File: src/rtl/mips_ctrl_pkg.sv
// -----------------------------------------------------------------------------
// mips_ctrl_pkg
//   Shared encodings for the MIPS pipeline run controller. Holds the host
//   command codes, the controller state codes and the default HALT encoding.
//   No ports; imported by pipeline_exec_controller and its testbench.
// -----------------------------------------------------------------------------
package mips_ctrl_pkg;

   // Host command encodings (i_cmd)
   localparam logic [1:0] CMD_NOP  = 2'b00;
   localparam logic [1:0] CMD_RUN  = 2'b01;
   localparam logic [1:0] CMD_STEP = 2'b10;
   localparam logic [1:0] CMD_STOP = 2'b11;

   // Controller state encodings
   localparam logic [2:0] ST_IDLE   = 3'd0;
   localparam logic [2:0] ST_RUN    = 3'd1;
   localparam logic [2:0] ST_STEP   = 3'd2;
   localparam logic [2:0] ST_DRAIN  = 3'd3;
   localparam logic [2:0] ST_HALTED = 3'd4;

   // Instruction word that terminates the program
   localparam logic [31:0] HALT_WORD_DEFAULT = 32'hFFFF_FFFF;

endpackage

File: src/rtl/exec_cycle_counter.sv
// -----------------------------------------------------------------------------
// exec_cycle_counter
//   Saturating up-counter of executed pipeline cycles. Counts once per clock
//   while enabled and sticks at all-ones instead of wrapping.
// Ports
//   i_clk    clock
//   i_clr_n  synchronous clear, active low
//   i_en     count enable (one increment per enabled cycle)
//   o_count  current count (registered)
// -----------------------------------------------------------------------------
module exec_cycle_counter #(
   parameter int NB = 32
) (
   input  logic          i_clk,
   input  logic          i_clr_n,
   input  logic          i_en,
   output logic [NB-1:0] o_count
);

   logic [NB-1:0] count_q, count_d;

   always_comb begin
      // NOTE: assign a default before any condition so no path leaves the
      // signal unassigned; otherwise synthesis infers a latch.
      count_d = count_q;
      if (i_en && (count_q != '1)) begin
         count_d = count_q + NB'(1);
      end
   end

   // NOTE: sequential state uses non-blocking (<=) assignments so every flop
   // samples its pre-edge value regardless of statement order.
   always_ff @(posedge i_clk) begin
      if (!i_clr_n) begin
         count_q <= '0;
      end else begin
         count_q <= count_d;
      end
   end

   assign o_count = count_q;

endmodule

File: src/rtl/pipeline_exec_controller.sv
// -----------------------------------------------------------------------------
// pipeline_exec_controller
//   Run controller for the 5-stage MIPS pipeline. Sequences RUN / STEP / STOP
//   from the host, detects the HALT word at IF, stops fetch, drains the
//   in-flight instructions and then freezes the pipeline until reset.
//   Optional watchdog: define EXEC_WATCHDOG_EN to halt after MAX_CYCLES
//   enabled cycles in RUN/DRAIN and raise o_timeout.
// Ports
//   i_clk          clock
//   i_rst          synchronous reset, active low
//   i_cmd_valid    host command present
//   i_cmd          01 RUN, 10 STEP, 11 STOP, 00 NOP
//   o_cmd_ready    command accepted when i_cmd_valid & o_cmd_ready
//   i_instruction  instruction currently at IF output
//   o_fetch_en     enables PC and IF/ID register (combinational)
//   o_pipe_en      enables ID/EX, EX/MEM, MEM/WB and RF write (combinational)
//   o_busy         state is RUN, STEP or DRAIN
//   o_halted       state is HALTED
//   o_timeout      watchdog fired, sticky until reset
//   o_cycle_count  saturating count of cycles with o_pipe_en=1
// -----------------------------------------------------------------------------
module pipeline_exec_controller
   import mips_ctrl_pkg::*;
#(
   parameter int              LEN        = 32,
   parameter int              NB_CYCLES  = 32,
   parameter int              NB_DRAIN   = 4,
   parameter logic [LEN-1:0]  HALT_WORD  = LEN'(HALT_WORD_DEFAULT),
   parameter logic [31:0]     MAX_CYCLES = 32'd100000
) (
   input  logic                 i_clk,
   input  logic                 i_rst,
   input  logic                 i_cmd_valid,
   input  logic [1:0]           i_cmd,
   output logic                 o_cmd_ready,
   input  logic [LEN-1:0]       i_instruction,
   output logic                 o_fetch_en,
   output logic                 o_pipe_en,
   output logic                 o_busy,
   output logic                 o_halted,
   output logic                 o_timeout,
   output logic [NB_CYCLES-1:0] o_cycle_count
);

   localparam int DRW = (NB_DRAIN > 1) ? $clog2(NB_DRAIN) : 1;

   logic [2:0]           state_q, state_d;
   logic [DRW-1:0]       drain_cnt_q, drain_cnt_d;
   logic                 cmd_ready_q, cmd_ready_d;
   logic                 busy_q, busy_d;
   logic                 halted_q, halted_d;
   logic                 executing;
   logic                 halt_seen;
   logic                 cmd_acc;
   logic                 wd_fire;
   logic [NB_CYCLES-1:0] cycle_count;

   // Enables are decoded straight from state so the stage registers see them
   // in the same cycle; fetch is withheld the cycle the HALT word is at IF so
   // the HALT itself never advances the PC.
   assign executing  = (state_q == ST_RUN) || (state_q == ST_STEP);
   assign halt_seen  = executing && (i_instruction == HALT_WORD);
   assign o_fetch_en = executing && !halt_seen;
   assign o_pipe_en  = executing || (state_q == ST_DRAIN);
   assign cmd_acc    = i_cmd_valid && cmd_ready_q;

   exec_cycle_counter #(
      .NB (NB_CYCLES)
   ) u_cycle_counter (
      .i_clk   (i_clk),
      .i_clr_n (i_rst),
      .i_en    (o_pipe_en),
      .o_count (cycle_count)
   );

   assign o_cycle_count = cycle_count;

`ifdef EXEC_WATCHDOG_EN
   logic timeout_q, timeout_d;

   // Fires on the enabled cycle that takes the count to MAX_CYCLES.
   assign wd_fire   = ((state_q == ST_RUN) || (state_q == ST_DRAIN)) &&
                      (cycle_count == NB_CYCLES'(MAX_CYCLES - 32'd1));
   assign timeout_d = timeout_q | wd_fire;

   always_ff @(posedge i_clk) begin
      if (!i_rst) begin
         timeout_q <= 1'b0;
      end else begin
         timeout_q <= timeout_d;
      end
   end

   assign o_timeout = timeout_q;
`else
   logic unused_max_cycles;

   assign wd_fire           = 1'b0;
   assign o_timeout         = 1'b0;
   assign unused_max_cycles = ^MAX_CYCLES;
`endif

   always_comb begin
      state_d     = state_q;
      drain_cnt_d = drain_cnt_q;

      case (state_q)
         ST_IDLE: begin
            if (cmd_acc && (i_cmd == CMD_RUN)) begin
               state_d = ST_RUN;
            end else if (cmd_acc && (i_cmd == CMD_STEP)) begin
               state_d = ST_STEP;
            end
         end
         // Priority: watchdog, then HALT, then STOP.
         ST_RUN: begin
            if (wd_fire) begin
               state_d = ST_HALTED;
            end else if (halt_seen) begin
               state_d     = ST_DRAIN;
               drain_cnt_d = DRW'(NB_DRAIN - 1);
            end else if (cmd_acc && (i_cmd == CMD_STOP)) begin
               state_d = ST_IDLE;
            end
         end
         ST_STEP: begin
            if (halt_seen) begin
               state_d     = ST_DRAIN;
               drain_cnt_d = DRW'(NB_DRAIN - 1);
            end else begin
               state_d = ST_IDLE;
            end
         end
         // NB_DRAIN cycles here (count NB_DRAIN-1 down to 0) flush ID..WB.
         ST_DRAIN: begin
            if (wd_fire || (drain_cnt_q == '0)) begin
               state_d = ST_HALTED;
            end else begin
               drain_cnt_d = drain_cnt_q - DRW'(1);
            end
         end
         ST_HALTED: begin
            state_d = ST_HALTED;
         end
         default: begin
            state_d = ST_IDLE;
         end
      endcase

      // Status outputs are registered from the next state so they line up
      // with state_q and never glitch.
      cmd_ready_d = (state_d == ST_IDLE) || (state_d == ST_RUN);
      busy_d      = (state_d == ST_RUN) || (state_d == ST_STEP) || (state_d == ST_DRAIN);
      halted_d    = (state_d == ST_HALTED);
   end

   always_ff @(posedge i_clk) begin
      if (!i_rst) begin
         state_q     <= ST_IDLE;
         drain_cnt_q <= '0;
         cmd_ready_q <= 1'b1;
         busy_q      <= 1'b0;
         halted_q    <= 1'b0;
      end else begin
         state_q     <= state_d;
         drain_cnt_q <= drain_cnt_d;
         cmd_ready_q <= cmd_ready_d;
         busy_q      <= busy_d;
         halted_q    <= halted_d;
      end
   end

   assign o_cmd_ready = cmd_ready_q;
   assign o_busy      = busy_q;
   assign o_halted    = halted_q;

endmodule

File: config.mk
export PLATFORM = sky130hd
export DESIGN_NAME = pipeline_exec_controller
export DESIGN_NICKNAME = d
export VERILOG_FILES = /design/src/rtl/mips_ctrl_pkg.sv /design/src/rtl/exec_cycle_counter.sv /design/src/rtl/pipeline_exec_controller.sv
export SDC_FILE = /design/constraint.sdc
export NUM_CORES = 1
export LEC_CHECK = 0
export ABC_AREA = 0
export CORE_MARGIN = 2
export CORE_UTILIZATION = 45
export CTS_CLUSTER_DIAMETER = 30
export DETAILED_ROUTE_END_ITERATION = 10
export PLACE_DENSITY_LB_ADDON = 0.25
export SKIP_CTS_REPAIR_TIMING = 1
export SLEW_MARGIN = 20
export SYNTH_ARGS = -nofsm -noshare
export SYNTH_HDL_FRONTEND = slang
export SYNTH_SLANG_ARGS = --single-unit
File: constraint.sdc
create_clock -name i_clk -period 2.6 [get_ports i_clk]
set_input_delay 0.39 -clock i_clk [delete_from_list [all_inputs] [get_ports i_clk]]
set_output_delay 0.39 -clock i_clk [all_outputs]
set_load 0.05 [all_outputs]
Word level (Yosys, flattened, before mapping) --
Cells that the tools add are included.
Word-level totals: bits in registers 40, output and inout port bits 38, word-level logic and storage cells 52
Cells by class: add/subtract/negate cells 2, equal/unequal tests 15, mux-type cells 10, reduce and logical (&&, ||, !) cells 19
Operator list (number):
- adder 32 x 1 -> 32 bit (second input constant) | 1
- == test 32 bit (second input constant) | 1
- != test 32 bit (second input constant) | 1
- two-way mux 3 bit | 5
- case mux 3 bit (5 select lines) | 1
- == test 3 x 2 -> 1 bit (second input constant) | 4
- logical AND 1 bit | 7
- == test 3 x 1 -> 1 bit (second input constant) | 2
- == test 3 bit (second input constant) | 2
- zero test 3 bit | 2
- two-way mux 2 bit | 3
- logical OR 1 bit | 5
- == test 2 bit (second input constant) | 2
- case mux 2 bit (2 select lines) | 1
- AND reduction 3 bit | 1
- == test 2 x 1 -> 1 bit (second input constant) | 1
- zero test 2 bit | 1
- != test 2 x 1 -> 1 bit (second input constant) | 1
- != test 2 bit (second input constant) | 1
- nonzero test 2 bit | 1
- OR reduction 2 bit | 1
- subtractor 2 x 1 -> 2 bit (second input constant) | 1
- zero test 1 bit | 1

Longest topological paths before layout --
depth after elaboration 8, depth in mapped cells 8

By module --
From an unflattened synthesis, not the netlist that was laid out.
Second synthesis, totals: cells, all modules 263, area total of the unflattened synthesis 2280.9 sq um
Modules (own cells, without submodules):
- exec_cycle_counter | times used 1, cells an instance 200, area an instance 1704.1 sq um, seq. area each 640.6 sq um
- pipeline_exec_controller | times used 1, cells an instance 63, area an instance 576.8 sq um, seq. area each 160.2 sq um

Least setup slack after synthesis --
No wires, ideal clock.
path type register to register, start reg u_cycle_counter.count_q[0], in the netlist u_cycle_counter.o_count[0], end reg u_cycle_counter.count_q[0], in the netlist u_cycle_counter.o_count[0], setup time 0.128 ns, data arrival time 2.427 ns, required time 2.472 ns, path slack 0.046 ns, stages on the path, launching flop included 9, clock period less this slack 2.554 ns, cells stage by stage dfxtp_1 > ha_1 > nand3_1 > or4_4 > o21ai_4 > buf_6 > buf_8 > xor2_1 > nor2_1
On the way: cells in the longest elaborated chain, start to end 2
Ends and longest elaborated chain:
- from (decl) | line exec_cycle_counter.sv:20 | logic [NB-1:0] count_q, count_d;
- from (signal assigned) | line exec_cycle_counter.sv:37 | count_q <= count_d;
- branches (longest 2 deep; another with adder 32 x 1 -> 32 bit)
Parallel ways; which one is timed is not known. A chain may end at the register's enable or synchronous reset.

Final worst setup path --
start reg state_q[1], end out o_pipe_en
On the way: cells in the longest elaborated chain, start to end 3
Ends and longest elaborated chain:
- from (decl) | line pipeline_exec_controller.sv:47 | logic [2:0] state_q, state_d;
- from (signal assigned) | line pipeline_exec_controller.sv:165 | state_q <= state_d;
- == test 3 x 1 -> 1 bit or == test 3 x 2 -> 1 bit (tied branches) | line pipeline_exec_controller.sv:61 | assign executing = (state_q == ST_RUN) || (state_q == ST_STEP);
- logical OR 1 bit | line pipeline_exec_controller.sv:61
- logical OR 1 bit * | line pipeline_exec_controller.sv:64 | assign o_pipe_en = executing || (state_q == ST_DRAIN);
- to (decl) | line pipeline_exec_controller.sv:38 | output logic o_pipe_en,
Every way passes the cells marked *; elsewhere a longest branch is shown, timed or not.

==> metrics.csv <==
stage,metric,value,unit
status,status,completed,
clock_tree,h-tree-depth,2,
die,coreArea,4630,um^2
timing,slew_headroom,53.8,%
die,rows,25,
synth,synthTopCellsByArea,"dfxtp_1, nand4_1, a21oi_1",
clock_tree,cts_tree,done,
synth,synth_enable_flop_cells,0,
timing,clock_skew,0.00648,ns
final_layout,fillCellCount,408,
clock_tree,cts-root-buf,clkbuf_8,
synth,synth-seq-cells,40,
drt,drt-initial-drc-count,156,
final_layout,final_nets,365,
die,initial_utilization,46.0,%
timing,hold_viol_final,0,
synth,synth_area_leader_cell,dfxtp_1,
global_routing,overflow,0,
synth,yosysSeqAreaShare,37.6,%
drt,drc,0,
global_routing,track_usage,20.2,%
setup_path,crit_required,2.21,ns
timing,finalCriticalPeriod,2.30,ns
setup_path,path_max_fanout,7,
drt,dr.pass1.iters,4,
placement,place_congestion,0.828,
synth,yosysMostFrequentCell,dfxtp_1,
final_layout,antenna_cells,0,
synth,synth_top_area_share,37.6,%
clock_tree,cts_buffer_depth,2,
power,powerDensity,429,nW/um^2
die,die_x,72.8,um
timing,maxSlewViolCount,0,
synth,ys_top_cells_by_count,"dfxtp_1, a21oi_1, nand4_1",
synth,synthesis.nets,288,
clock_tree,cts_buffers,5,
timing,fmax,435,MHz
drt,wire_per_inst,13.5,um
synth,yosysUniqueCellTypes,46,
hold_path,hp-class,register to register,
drt,ant_nets,0,
power,fin_total_pwr,1310,uW
synth,synthArstFlopShare,0,%
synth,synth_ff_type,dfxtp_1,
synth,syn_area_per_cell,8.56,um^2
die,die_y,72.8,um
drt,vias,2214,
clock_tree,clock_sinks,40,
global_routing,grt_pass1_wl,8.64,mm
setup_path,cp-start-kind,register,
drt,viasPerCell,5.81,
setup_path,critical_path_class,register to output pin,
final_layout,area_growth,43.2,%
synth,syn_area,2130,um^2
timing,rsz0062_at_grt,no,
global_routing,grt_pass1_vias,1980,
power,peakVddDrop,0.000218,V
drt,routed_wl,5.13,mm
timing,setup_tns,0,ns
final_layout,finish.utilization,65.9,%
final_layout,drive_above_1_share,8.26,%
timing,finalSetupViolCount,0,
die,die-area,5300,um^2
timing,min_period_over_period,88.5,%
clock_tree,clk_latency,0.30,ns
synth,netlist_instances,249,
synth,synth_warnings,0,
setup_path,arrival,1.91,ns
die,boundaryPins,75,
timing,tightestPinTransition,0.692,ns
flow_run,cap_violations,0,
global_routing,antenna_found_initial,0,
placement,io_buffers,73,
global_routing,grt_start_max_net_pins,34,
placement,hpwlAfterDp,3.86,mm
setup_path,endpoint_kind,output pin,
clock_tree,clk_pin_slew,0.08,ns
power,leakagePower,0.00101,uW
state kept, by name, summed over array words and instances (netlist names):
register and flops:
drain_cnt_q 2, u_cycle_counter.o_count 32, o_busy 1, o_cmd_ready 1
o_halted 1, state_q 3
cell usage in the layout, fill, tap and decap left out, types with 2 or more instances in the layout:
| cell type | instances |
|---|---|
| nand4_1 | 20 |
| inv_1 | 12 |
| o21ai_0 | 8 |
| buf_4 | 6 |
| mux2i_1 | 2 |
| clkbuf_8 | 7 |
| nand2b_1 | 2 |
| ha_1 | 2 |
| nand3_1 | 11 |
| or4_1 | 7 |
| a21oi_1 | 20 |
| nor3_1 | 3 |
| o31ai_1 | 7 |
| xor2_1 | 5 |
| or3_1 | 16 |
| nor4_4 | 2 |
| and2_1 | 2 |
| a21oi_2 | 4 |
| o21ai_1 | 11 |
| o21a_1 | 2 |
| nand2_1 | 16 |
| dfxtp_1 | 40 |
| xnor2_1 | 3 |
| o211ai_1 | 3 |
| o31a_1 | 4 |
| clkdlybuf4s50_1 | 72 |
| nor4_1 | 3 |
| nor2_1 | 16 |
| and4_1 | 3 |
area by class of cell:
cell class / count / area (um^2) / area share [%]
tap: 54 / 67.6 / 2.21
inverter: 13 / 48.8 / 1.60
multi-input combinational: 187 / 1220 / 40.0
clock inverter: 1 / 30.0 / 0.984
clock buffer: 7 / 96.3 / 3.16
sequential: 40 / 801 / 26.3
timing repair buffer: 79 / 786 / 25.8
worst paths after layout:
path / from / end / slack [ns] / cells after the start
worst min register to register: u_cycle_counter.o_count[29]$_SDFFE_PN0P_ / u_cycle_counter.o_count[29]$_SDFFE_PN0P_ / 0.51 / 2
worst max-delay path: state_q[1]$_SDFF_PN0_ / o_pipe_en / 0.30 / 3
worst max register to register: u_cycle_counter.o_count[0]$_SDFFE_PN0P_ / u_cycle_counter.o_count[29]$_SDFFE_PN0P_ / 0.32 / 6
worst min-delay path: u_cycle_counter.o_count[29]$_SDFFE_PN0P_ / u_cycle_counter.o_count[29]$_SDFFE_PN0P_ / 0.51 / 2
logic make-up after synthesis:
logic type      synth area share, %
simple gates                   30.7
compound gates                 21.1
flops                          37.6
buf+inv                        5.11
xor+xnor                       3.29
fa+ha+maj                      1.17
mux                           0.940
other cells                   0.176
per-layer routing:
layer / part of all wire [%] / vias up / global-route usage, %
met4: 0.99 / 0 / 6.58
met2: 48 / 85 / 34.3
met5: 0 / - / 0
met3: 5.9 / 7 / 4.70
li1: - / 1090 / -
met1: 45 / 1032 / 25.3
power by group:
part	total (uW)	internal (uW)	leakage (uW)	switching, uW
sequential	621	616	0.000323	4.96
combinational	128	69.6	0.000627	58.6
clock	559	339	0.0000645	220
total	1310	1020	0.00101	284
per-stage QoR:
stage / cell area, um^2 / hold slack, ns / setup WS (ns) / std cells
finish: 3050 / 0.512 / 0.299 / 381
global route: 3050 / 0.531 / 0.190 / 381
CTS: 3050 / 0.508 / 0.312 / 381
detailed placement: 2920 / 0.494 / 0.362 / 373
global placement: 2920 / 0.482 / 0.421 / 373
floorplan: 2130 / 0.474 / 0.0456 / 249
worst max-delay path: stages (launching register included):
cell and delay (ns):
dfxtp_1 0.46, o21bai_1 0.16, inv_2 0.17, clkdlybuf4s50_1 0.83
(Power assumes the default switching activity.)
